===== src/rtl/jpeg_pkg.sv =====
// Shared widths, quantizer reciprocal table and zigzag address map for the JPEG quantizer.
// Latency: n/a (constants only).
// Backpressure: n/a.
package jpeg_pkg;

  localparam int IN_W    = 12;
  localparam int OUT_W   = 11;
  localparam int RECIP_W = 17;
  localparam int PROD_W  = IN_W + RECIP_W;
  localparam int BLK_N   = 64;
  localparam int IDX_W   = 6;

  typedef enum logic {
    RD_IDLE = 1'b0,
    RD_READ = 1'b1
  } rd_state_e;

  // round(65536/Q) for the standard luminance table, raster order (u*8+v)
  localparam logic [RECIP_W-1:0] RECIP [BLK_N] = '{
    17'd4096, 17'd5958, 17'd6554, 17'd4096, 17'd2731, 17'd1638, 17'd1285, 17'd1074,
    17'd5461, 17'd5461, 17'd4681, 17'd3449, 17'd2521, 17'd1130, 17'd1092, 17'd1192,
    17'd4681, 17'd5041, 17'd4096, 17'd2731, 17'd1638, 17'd1150, 17'd950,  17'd1170,
    17'd4681, 17'd3855, 17'd2979, 17'd2260, 17'd1285, 17'd753,  17'd819,  17'd1057,
    17'd3641, 17'd2979, 17'd1771, 17'd1170, 17'd964,  17'd601,  17'd636,  17'd851,
    17'd2731, 17'd1872, 17'd1192, 17'd1024, 17'd809,  17'd630,  17'd580,  17'd712,
    17'd1337, 17'd1024, 17'd840,  17'd753,  17'd636,  17'd542,  17'd546,  17'd649,
    17'd910,  17'd712,  17'd690,  17'd669,  17'd585,  17'd655,  17'd636,  17'd662
  };

  // natural (raster) index -> zigzag position
  localparam logic [IDX_W-1:0] ZZ [BLK_N] = '{
    6'd0,  6'd1,  6'd5,  6'd6,  6'd14, 6'd15, 6'd27, 6'd28,
    6'd2,  6'd4,  6'd7,  6'd13, 6'd16, 6'd26, 6'd29, 6'd42,
    6'd3,  6'd8,  6'd12, 6'd17, 6'd25, 6'd30, 6'd41, 6'd43,
    6'd9,  6'd11, 6'd18, 6'd24, 6'd31, 6'd40, 6'd44, 6'd53,
    6'd10, 6'd19, 6'd23, 6'd32, 6'd39, 6'd45, 6'd52, 6'd54,
    6'd20, 6'd22, 6'd33, 6'd38, 6'd46, 6'd51, 6'd55, 6'd60,
    6'd21, 6'd34, 6'd37, 6'd47, 6'd50, 6'd56, 6'd59, 6'd61,
    6'd35, 6'd36, 6'd48, 6'd49, 6'd57, 6'd58, 6'd62, 6'd63
  };

endpackage


===== src/rtl/jpeg_zz_buffer.sv =====
// Ping-pong 2x64 reorder buffer: written at zigzag addresses, read out sequentially 0..63.
// Latency: first word one cycle after the bank fills when idle; back-to-back banks hand over gaplessly.
// Backpressure: none; the reader always finishes a bank before the writer can fill the next one.
module jpeg_zz_buffer
  import jpeg_pkg::*;
(
  input  logic             clk_i,
  input  logic             rst_i,
  input  logic             wr_en_i,
  input  logic [IDX_W-1:0] wr_addr_i,
  input  logic             wr_last_i,
  input  logic [OUT_W-1:0] wr_dat_i,
  output logic             rd_vld_o,
  output logic [OUT_W-1:0] rd_dat_o,
  output logic             rd_start_o
);

  logic [OUT_W-1:0] mem_q [0:2*BLK_N-1];
  logic             wr_bank_q;
  logic [1:0]       full_q;
  logic [1:0]       set_vec;
  logic [1:0]       clr_vec;
  logic             rd_last;
  logic             next_ready;

  rd_state_e        state_q;
  logic             rd_bank_q;
  logic [IDX_W-1:0] rd_addr_q;
  logic             rd_vld_q;
  logic             rd_start_q;
  logic [OUT_W-1:0] rd_dat_q;

  // Bank fill/release events; the other bank counts as ready if it fills on this very edge
  always_comb begin
    set_vec = 2'b00;
    clr_vec = 2'b00;
    if (wr_en_i && wr_last_i) set_vec[wr_bank_q] = 1'b1;
    rd_last = (state_q == RD_READ) && (rd_addr_q == IDX_W'(BLK_N - 1));
    if (rd_last) clr_vec[rd_bank_q] = 1'b1;
    next_ready = full_q[~rd_bank_q] | set_vec[~rd_bank_q];
  end

  // Reorder RAM write port; contents are don't-care after reset
  always_ff @(posedge clk_i) begin
    if (wr_en_i) mem_q[{wr_bank_q, wr_addr_i}] <= wr_dat_i;
  end

  // Write bank flips once the last coefficient of a block lands
  always_ff @(posedge clk_i) begin
    if (rst_i)                      wr_bank_q <= 1'b0;
    else if (wr_en_i && wr_last_i) wr_bank_q <= ~wr_bank_q;
  end

  // Full flags: set by the writer on block completion, cleared by the reader on its last word
  always_ff @(posedge clk_i) begin
    if (rst_i) full_q <= 2'b00;
    else       full_q <= (full_q & ~clr_vec) | set_vec;
  end

  // Read FSM with registered outputs; banks are consumed in the same alternating order they fill
  always_ff @(posedge clk_i) begin
    if (rst_i) begin
      state_q    <= RD_IDLE;
      rd_bank_q  <= 1'b0;
      rd_addr_q  <= '0;
      rd_vld_q   <= 1'b0;
      rd_start_q <= 1'b0;
      rd_dat_q   <= '0;
    end else begin
      rd_vld_q   <= 1'b0;
      rd_start_q <= 1'b0;
      case (state_q)
        RD_IDLE: begin
          if (full_q[rd_bank_q]) begin
            rd_vld_q   <= 1'b1;
            rd_start_q <= 1'b1;
            rd_dat_q   <= mem_q[{rd_bank_q, IDX_W'(0)}];
            rd_addr_q  <= IDX_W'(1);
            state_q    <= RD_READ;
          end
        end
        RD_READ: begin
          rd_vld_q   <= 1'b1;
          rd_start_q <= (rd_addr_q == '0);
          rd_dat_q   <= mem_q[{rd_bank_q, rd_addr_q}];
          rd_addr_q  <= rd_addr_q + IDX_W'(1);
          if (rd_last) begin
            rd_bank_q <= ~rd_bank_q;
            if (!next_ready) state_q <= RD_IDLE;
          end
        end
        default: state_q <= RD_IDLE;
      endcase
    end
  end

  assign rd_vld_o   = rd_vld_q;
  assign rd_dat_o   = rd_dat_q;
  assign rd_start_o = rd_start_q;

endmodule


===== src/rtl/jpeg_quant_zigzag.sv =====
// JPEG quantizer: reciprocal multiply, round half up, saturate, then zigzag reorder via ping-pong buffer.
// Latency: first output on the 3rd edge after the 64th coefficient of a block is accepted (reader idle).
// Backpressure: none; one coefficient per cycle accepted while en_in_i is high, output is free-running.
module jpeg_quant_zigzag
  import jpeg_pkg::*;
(
  input  logic             clk_i,
  input  logic             rst_i,
  input  logic             en_in_i,
  input  logic [IN_W-1:0]  in_data_i,
  output logic             en_out_o,
  output logic [OUT_W-1:0] out_data_o,
  output logic             out_block_start_o
);

  localparam logic signed [PROD_W-1:0] RND   = PROD_W'(32768);
  localparam logic signed [PROD_W-1:0] Q_MAX = PROD_W'((1 << (OUT_W - 1)) - 1);
  localparam logic signed [PROD_W-1:0] Q_MIN = ~Q_MAX;

  logic [IDX_W-1:0]         cnt_q;
  logic [IDX_W-1:0]         cnt_d;
  logic signed [PROD_W-1:0] in_ext;
  logic signed [PROD_W-1:0] recip_ext;
  logic signed [PROD_W-1:0] p_d;
  logic signed [PROD_W-1:0] p_q;
  logic                     vld1_q;
  logic [IDX_W-1:0]         idx1_q;
  logic signed [PROD_W-1:0] sum;
  logic signed [PROD_W-1:0] sh;
  logic [OUT_W-1:0]         q_d;
  logic [OUT_W-1:0]         q_q;
  logic                     vld2_q;
  logic                     last2_q;
  logic [IDX_W-1:0]         zz2_q;

  // Raster index counter and stage-1 product; both operands widened so the product is full width
  always_comb begin
    cnt_d     = en_in_i ? cnt_q + IDX_W'(1) : cnt_q;
    in_ext    = {{(PROD_W - IN_W){in_data_i[IN_W-1]}}, in_data_i};
    recip_ext = {{(PROD_W - RECIP_W){1'b0}}, RECIP[cnt_q]};
    p_d       = in_ext * recip_ext;
  end

  // Stage-2 rounding (add half, arithmetic shift) and clamp to the output range
  always_comb begin
    sum = p_q + RND;
    sh  = sum >>> 16;
    if (sh > Q_MAX)      q_d = Q_MAX[OUT_W-1:0];
    else if (sh < Q_MIN) q_d = Q_MIN[OUT_W-1:0];
    else                 q_d = sh[OUT_W-1:0];
  end

  // Control state: input counter and pipeline valids
  always_ff @(posedge clk_i) begin
    if (rst_i) begin
      cnt_q  <= '0;
      vld1_q <= 1'b0;
      vld2_q <= 1'b0;
    end else begin
      cnt_q  <= cnt_d;
      vld1_q <= en_in_i;
      vld2_q <= vld1_q;
    end
  end

  // Datapath registers; qualified by the valids so they need no reset
  always_ff @(posedge clk_i) begin
    p_q     <= p_d;
    idx1_q  <= cnt_q;
    q_q     <= q_d;
    zz2_q   <= ZZ[idx1_q];
    last2_q <= (idx1_q == IDX_W'(BLK_N - 1));
  end

  jpeg_zz_buffer u_buf (
    .clk_i      (clk_i),
    .rst_i      (rst_i),
    .wr_en_i    (vld2_q),
    .wr_addr_i  (zz2_q),
    .wr_last_i  (last2_q),
    .wr_dat_i   (q_q),
    .rd_vld_o   (en_out_o),
    .rd_dat_o   (out_data_o),
    .rd_start_o (out_block_start_o)
  );

endmodule


===== config.mk =====
export PLATFORM = sky130hd
export DESIGN_NAME = jpeg_quant_zigzag
export DESIGN_NICKNAME = d
export VERILOG_FILES = /design/src/rtl/jpeg_pkg.sv /design/src/rtl/jpeg_zz_buffer.sv /design/src/rtl/jpeg_quant_zigzag.sv
export SDC_FILE = /design/constraint.sdc
export NUM_CORES = 2
export LEC_CHECK = 0
export CAP_MARGIN = 20
export CORE_UTILIZATION = 51
export DETAILED_ROUTE_END_ITERATION = 8
export PLACE_DENSITY = 0.7
export RECOVER_POWER = 50
export SYNTH_ARGS = -nofsm -noshare
export SYNTH_HDL_FRONTEND = slang
export SYNTH_SLANG_ARGS = --single-unit

===== constraint.sdc =====
create_clock -name clk_i -period 8.4 [get_ports clk_i]
set_input_delay 0.84 -clock clk_i [delete_from_list [all_inputs] [get_ports clk_i]]
set_output_delay 0.84 -clock clk_i [all_outputs]
set_load 0.02 [all_outputs]

# == Word level (Yosys, flattened, before mapping) ==
# Memories as Yosys holds them, arrays and structs flattened. A register that Yosys moved wholly into a read port is not among the register bits.
# Index checks and enable logic that the tools add are counted.
# word_totals
reg_bits,79
ramBits,1408
rom_bits,1472
input_bits,15
out_inout_bits,13
word_cells,77
mem_count,3
# classes
add_sub_neg,3
multipliers,1
n_lt_le_gt_ge,8
n_eq_ne,3
n_mux,29
bitwise_logic,9
reduce_logical,6
# memory_table
memory,words,word_bits,read_ports,rd_ports_with_merged_regs,write_ports,line,rtl
u_buf.mem_q,128,11,2,1,1,jpeg_zz_buffer.sv:18,logic [OUT_W-1:0] mem_q [0:2*BLK_N-1];
(name not given),64,17,1,0,0,jpeg_quant_zigzag.sv:40,"recip_ext = {{(PROD_W - RECIP_W){1'b0}}, RECIP[cnt_q]};"
(name not given),64,6,1,1,0,jpeg_quant_zigzag.sv:71,zz2_q <= ZZ[idx1_q];
# op_table
operator,count
17-bit two-way mux,2
"29-bit by 17-bit adder with 29-bit output, second input constant",1
12-bit by 18-bit multiplier with 29-bit output,1
11-bit two-way mux,2
11-bit case mux with 2 select lines,1
7-bit two-way mux,2
6-bit inverter with 7-bit output,2
"13-bit by 11-bit > comparator with 1-bit output, second input constant",1
"13-bit by 11-bit < comparator with 1-bit output, second input constant",1
1-bit two-way mux,13
"6-bit by 1-bit adder with 6-bit output, second input constant",2
"6-bit == test, second input constant",2
6-bit case mux with 2 select lines,1
"7-bit >= comparator, second input constant",1
6-bit logical NOT,1
"1-bit by 2-bit < comparator with 1-bit output, second input constant",3
6-bit two-way mux,1
1-bit case mux with 2 select lines,3
1-bit logical AND,4
2-bit two-way mux,2
1-bit inverter,3
2-bit AND,1
1-bit demux with 1-bit select,2
"1-bit >= comparator, second input constant",2
5 further kinds,5

# == Depth between registers and ports, before layout ==
# logic_depth
depth_word,11
ltp_mapped,30
depth_no_buf,27

# == Cells and area by module ==
# Synthesis repeated with hierarchy kept, for this count alone.
# unflattened
hier_cells,3697
hier_area_um2,64732.1
# modules_own_cells
module,n_inst,cells_per_inst,area_each_um2,seq_area_each_um2
jpeg_zz_buffer,1,2623,55883.6,42781.0
jpeg_quant_zigzag,1,1074,8848.5,920.9

# == Worst setup path after synthesis ==
# OpenSTA, ideal clock, no wires.
# synth_timing
path_type,reg2reg
startpoint,register cnt_q[0]
endpoint,register p_q[25]
setup_time_ns,0.127
arrival_ns,6.862
t_required_ns,8.273
slack_ns,1.411
path_stages_with_launch,27
path_buffers,3
synth_period_minus_slack_ns,6.989
path_cell_list,dfxtp_1 > clkbuf_1 > inv_1 > ha_1 > clkbuf_1 > nor2_1 > a21oi_1 > mux4_2 > o21ai_1 > clkbuf_1 > nand2_1 > fa_1 > fa_1 > inv_1 > fa_1 > fa_1 > inv_1 > fa_1 > inv_1 > ha_1 > a2111oi_0 > o21ai_0 > o21a_1 > a32o_1 > o21ai_0 > o21ai_0 > xor2_1
# synth_between
elab_chain_cells,5
# synth_lines
item,line,rtl
from (decl),jpeg_quant_zigzag.sv:20,logic [IDX_W-1:0] cnt_q;
from (signal assigned),jpeg_quant_zigzag.sv:60,cnt_q <= cnt_d;
6-bit inverter with 7-bit output (not written as such),jpeg_quant_zigzag.sv:40,
memory read 64 x 17 bit,-,
17-bit two-way mux (not written as such) (2 in a row),jpeg_quant_zigzag.sv:40,
12-bit by 18-bit multiplier with 29-bit output,jpeg_quant_zigzag.sv:41,p_d = in_ext * recip_ext;
named net p_d[25],jpeg_quant_zigzag.sv:24,logic signed [PROD_W-1:0] p_d;
to (signal assigned),jpeg_quant_zigzag.sv:68,p_q <= p_d;
to (decl),jpeg_quant_zigzag.sv:25,logic signed [PROD_W-1:0] p_q;
# The timed path passes the listed nets, and every way through them passes these cells. The select of a mux whose other input is x is not followed.
# A chain may end at the register's enable or synchronous reset.

# == Final worst setup path ==
# Same ends and word-level chain as after synthesis.

==> summary.txt <==
Floorplanning
  – Chip height: approximately 360 µm
  – IO Pins: 28
  – Core Area: around 130000 µm²
  – Num rows: 130
  – Die area: roughly 130000 µm²
  – Starting Density: 0.514
  – Die X: between 300 and 400 µm

GRT
  – GRT overflow: 0
  – Number of global-route vias before repair: ~35000
  – Largest net degree at the start of global routing: 112
  – Antenna violations before repair: 3
  – First-pass GRT wire length: roughly 230000 µm
  – All-Layer GR Usage: 0.248

Timing
  – Slew Viols, Final: between 1500 and 2000
  – Worst slew pin tran: 4.02 ns
  – Skew final: slightly below 0.03 ns
  – Setup TNS: 0 ns
  – Final min period: around 7.7 ns
  – Crit share post-route: 0.912
  – Final Hold Vio Count: 0
  – Slew headroom: -1.68
  – Final setup viols: 0
  – Max Clock Freq: about 130 MHz
  – Worst hold slack: 0.434 ns
  – RSZ-0062 raised after global routing: no

Status
  – Status: finished with violations
  – Failing checks: capacitance limit, slew limit

Layout
  – Fin area: approximately 72000 µm²
  – Final core utilization: 0.570
  – Total of fill cells in the finished design: ~9400
  – # nets final: ~4200
  – Layout area overhead: 10.9%
  – Layout cells sized above 1: 0.163

Power and ir drop
  – PwrDens: 253 nW/µm²
  – Pint: 13.4 mW
  – LEAKAGE: 23.2 nW
  – Switch share: 0.259
  – Max rail drop VDD: between 0.15 and 0.2 mV
  – Final total power: 18.1 mW
  – Clock network fraction of total power: 0.354
  – Psw: ~4.7 mW
  – Flop pwr share: 0.522
  – Logic pwr share: 0.124

Critical path
  – Critical path type: register to register
  – R2r worst-path depth: 23
  – CP startpoint kind: register
  – Reg-to-reg setup timing slack: 0.74 ns
  – CP max FO: 20
  – Reg2reg end: p_q[25]$_DFF_P_
  – Worst R2R Start: cnt_q[0]$_SDFFE_PP0P_
  – Crit. End Element: register
  – Critical Path AT: 8.30 ns
  – WP data required: ~9.0 ns

Drt
  – DR vias: about 36000
  – Initial DRC Count: 4515
  – Vias per cell: approximately 6.2
  – Pre-antenna DRT Iters: 9
  – Drc violations: 0
  – DR WL/cell: roughly 28 µm
  – Routed WL: 158000 µm
  – ANT nets after route: 0

Synthesis
  – Cell area after synthesis: between 60000 and 70000 µm²
  – Area leader, netlist: edfxtp_1
  – Syn_area_per_cell: between 15 and 20 µm²
  – Post-synth EDFFs: roughly 1400
  – Post-Syn Instances: between 3000 and 4000
  – Synth Register Bits: between 1000 and 1500
  – FFs w/ async S/R, synth: 0
  – Area contributors post-synth: edfxtp_1 (65%), mux4_2 (9.2%), fa_1 (3.4%)
  – Register area share after synthesis: 0.676
  – Yosys cell types: 76
  – Synth warnings: 0
  – Syn Nets: between 4000 and 5000
  – Post-synth top flop: edfxtp_1
  – Yosys top cell area share: 0.654

Placement
  – PortBufs: 27
  – DP Wirelength: between 90000 and 100000 µm
  – Placed Area: ~67000 µm²
  – GPL Wtd Cong: 0.908

CTS
  – Root buf cell: clkbuf_16
  – Number of setup buffers added after CTS: 0
  – CTS Sinks: around 1500
  – CTS tree: done
  – H-Tree Depth: 4
  – CTS clk-pin slew, worst paths: 0.07 ns
  – Worst-skew pair later-pin latency: between 0.7 and 0.8 ns
  – Hold bufs inserted after CTS: 0
  – Cts bufs inserted: about 150
  – Clock Path Buffers: 3

Hold path
  – Hold path endpoint: vld2_q$_SDFF_PP0_
  – Hold Crit Depth: 1
  – Worst Hold Class: register to register
  – Hold path start: vld1_q$_SDFF_PP0_

Job
  – Max_cap viols: 25
-- critical path, cell delays in order, from the launching register on --
cell	delay, ns
dfxtp_1	0.33
clkbuf_1	0.76
ha_1	0.51
ha_1	0.27
o311ai_0	0.23
o211ai_1	0.23
o31a_1	0.51
nand2_1	0.15
fa_1	0.49
fa_1	0.55
inv_1	0.06
fa_1	0.49
fa_1	0.49
inv_1	0.05
fa_1	0.47
inv_1	0.04
ha_1	0.27
a2111oi_0	0.36
o21ai_0	0.17
o21a_1	0.22
a32o_1	0.23
o21ai_0	0.33
o21ai_0	0.16
xor2_1	0.15
-- placed cells by master (no fill, tap or decap), drive strengths merged, types with 7 or more instances in the layout --
| cell | instances |
|---|---|
| a2111oi | 9 |
| o221ai | 31 |
| and3 | 25 |
| nand2 | 268 |
| o311ai | 9 |
| clkinvlp | 8 |
| fa | 109 |
| edfxtp | 1408 |
| o21ai | 108 |
| xor2 | 11 |
| ha | 107 |
| clkinv | 62 |
| mux4 | 292 |
| and2 | 65 |
| a22oi | 33 |
| clkdlybuf4s50 | 26 |
| clkbuf | 197 |
| xnor2 | 15 |
| inv | 164 |
| a21oi | 97 |
| nor3 | 17 |
| nand3 | 48 |
| nor2 | 245 |
| nor4 | 8 |
| nor2b | 28 |
| a211oi | 20 |
| a22o | 7 |
| nand4 | 10 |
| a31oi | 42 |
| nand2b | 22 |
| mux2i | 178 |
| o211ai | 21 |
| bufinv | 11 |
| a221oi | 25 |
| buf | 147 |
| dfxtp | 71 |
| mux2 | 13 |
| o22ai | 31 |
| or2 | 7 |
-- worst max-delay path by stage --
| stage | start | to | slack [ns] |
|---|---|---|---|
| after global routing | cnt_q[0]$_SDFFE_PP0P_ | p_q[25]$_DFF_P_ | 0.22 |
| after detailed placement | cnt_q[1]$_SDFFE_PP0P_ | p_q[25]$_DFF_P_ | 0.58 |
| after floorplan | cnt_q[0]$_SDFFE_PP0P_ | p_q[25]$_DFF_P_ | 1.41 |
| after CTS | cnt_q[1]$_SDFFE_PP0P_ | p_q[25]$_DFF_P_ | 0.54 |
| after global placement | cnt_q[1]$_SDFFE_PP0P_ | p_q[25]$_DFF_P_ | 0.54 |
| final | cnt_q[0]$_SDFFE_PP0P_ | p_q[25]$_DFF_P_ | 0.74 |
-- sequential cells by signal, summed over array words and instances, names as in the netlist, 2 cells and up, named ones only --
name / cells
u_buf.rd_dat_o: 11
cnt_q: 6
q_q: 11
u_buf.mem_q: 1408
p_q: 14
zz2_q: 6
u_buf.rd_addr_q: 6
u_buf.full_q: 2
idx1_q: 6
-- repair_timing --
| item | 4_1_cts | 5_1_grt |
|---|---|---|
| resized for setup | 0 | 1 |
| endpoints found under the setup margin | 0 | 5 |
| hold endpoints to repair | 0 | 0 |
-- per-layer routing --
layer / GRT usage / wire length, µm / vias up
met2: 0.385 / 74500 / 1840
met5: 0 / 37 / -
met3: 0.0500 / 15100 / 304
met1: 0.353 / 63200 / 18400
met4: 0.0844 / 4970 / 4
li1: - / - / 15200
-- layout make-up --
class	count	area (µm²)	area share
Timing Repair Buffer	192	1630	0.0227
Antenna cell	2	5.00	0.0000698
Inverter	156	586	0.00817
Multi-Input combinational cell	1971	19000	0.265
Sequential cell	1479	43700	0.610
Tap cell	1650	2060	0.0288
Clock inverter	89	805	0.0112
Clock buffer	178	3860	0.0538
-- stage by stage --
stage          std cells  worst slack [ns]
2_1_floorplan       3830              1.41
3_3_place_gp        5373             0.539
3_5_place_dp        5398             0.577
4_1_cts             5665             0.542
5_1_grt             5715             0.223
6_report            5717             0.740
-- logic make-up after synthesis --
family | synth area share
mux | 0.133
fa+ha+maj | 0.0545
buf+inv | 0.0303
compound gates | 0.0500
simple gates | 0.0526
xor+xnor | 0.00352
flops | 0.676
-- power by group through the flow --
stage / Clock [mW] / Sequential, mW / Combinational [mW]
finish: 6.42 / 9.47 / 2.25
global route: 6.77 / 9.50 / 2.54
CTS: 6.48 / 9.36 / 2.27
detailed placement: 0 / 9.52 / 2.26
global placement: 0 / 9.49 / 2.21
floorplan: 0 / 9.57 / 1.32
-- Yosys cell counts (all sizes together), types with 10 or more instances --
| library cell | n |
|---|---|
| edfxtp | 1408 |
| mux4 | 292 |
| nand2 | 268 |
| nor2 | 245 |
| mux2i | 178 |
| inv | 152 |
| buf | 112 |
| clkbuf | 112 |
| fa | 109 |
| o21ai | 108 |
| ha | 107 |
| a21oi | 97 |
| dfxtp | 71 |
| and2 | 65 |
| nand3 | 48 |
| a31oi | 42 |
| a22oi | 33 |
| o221ai | 31 |
| o22ai | 31 |
| nor2b | 28 |
| a221oi | 25 |
| and3 | 25 |
| nand2b | 22 |
| o211ai | 21 |
| a211oi | 20 |
| nor3 | 17 |
| xnor2 | 15 |
| mux2 | 13 |
| xor2 | 11 |
| nand4 | 10 |
(Power assumes the default switching activity.)
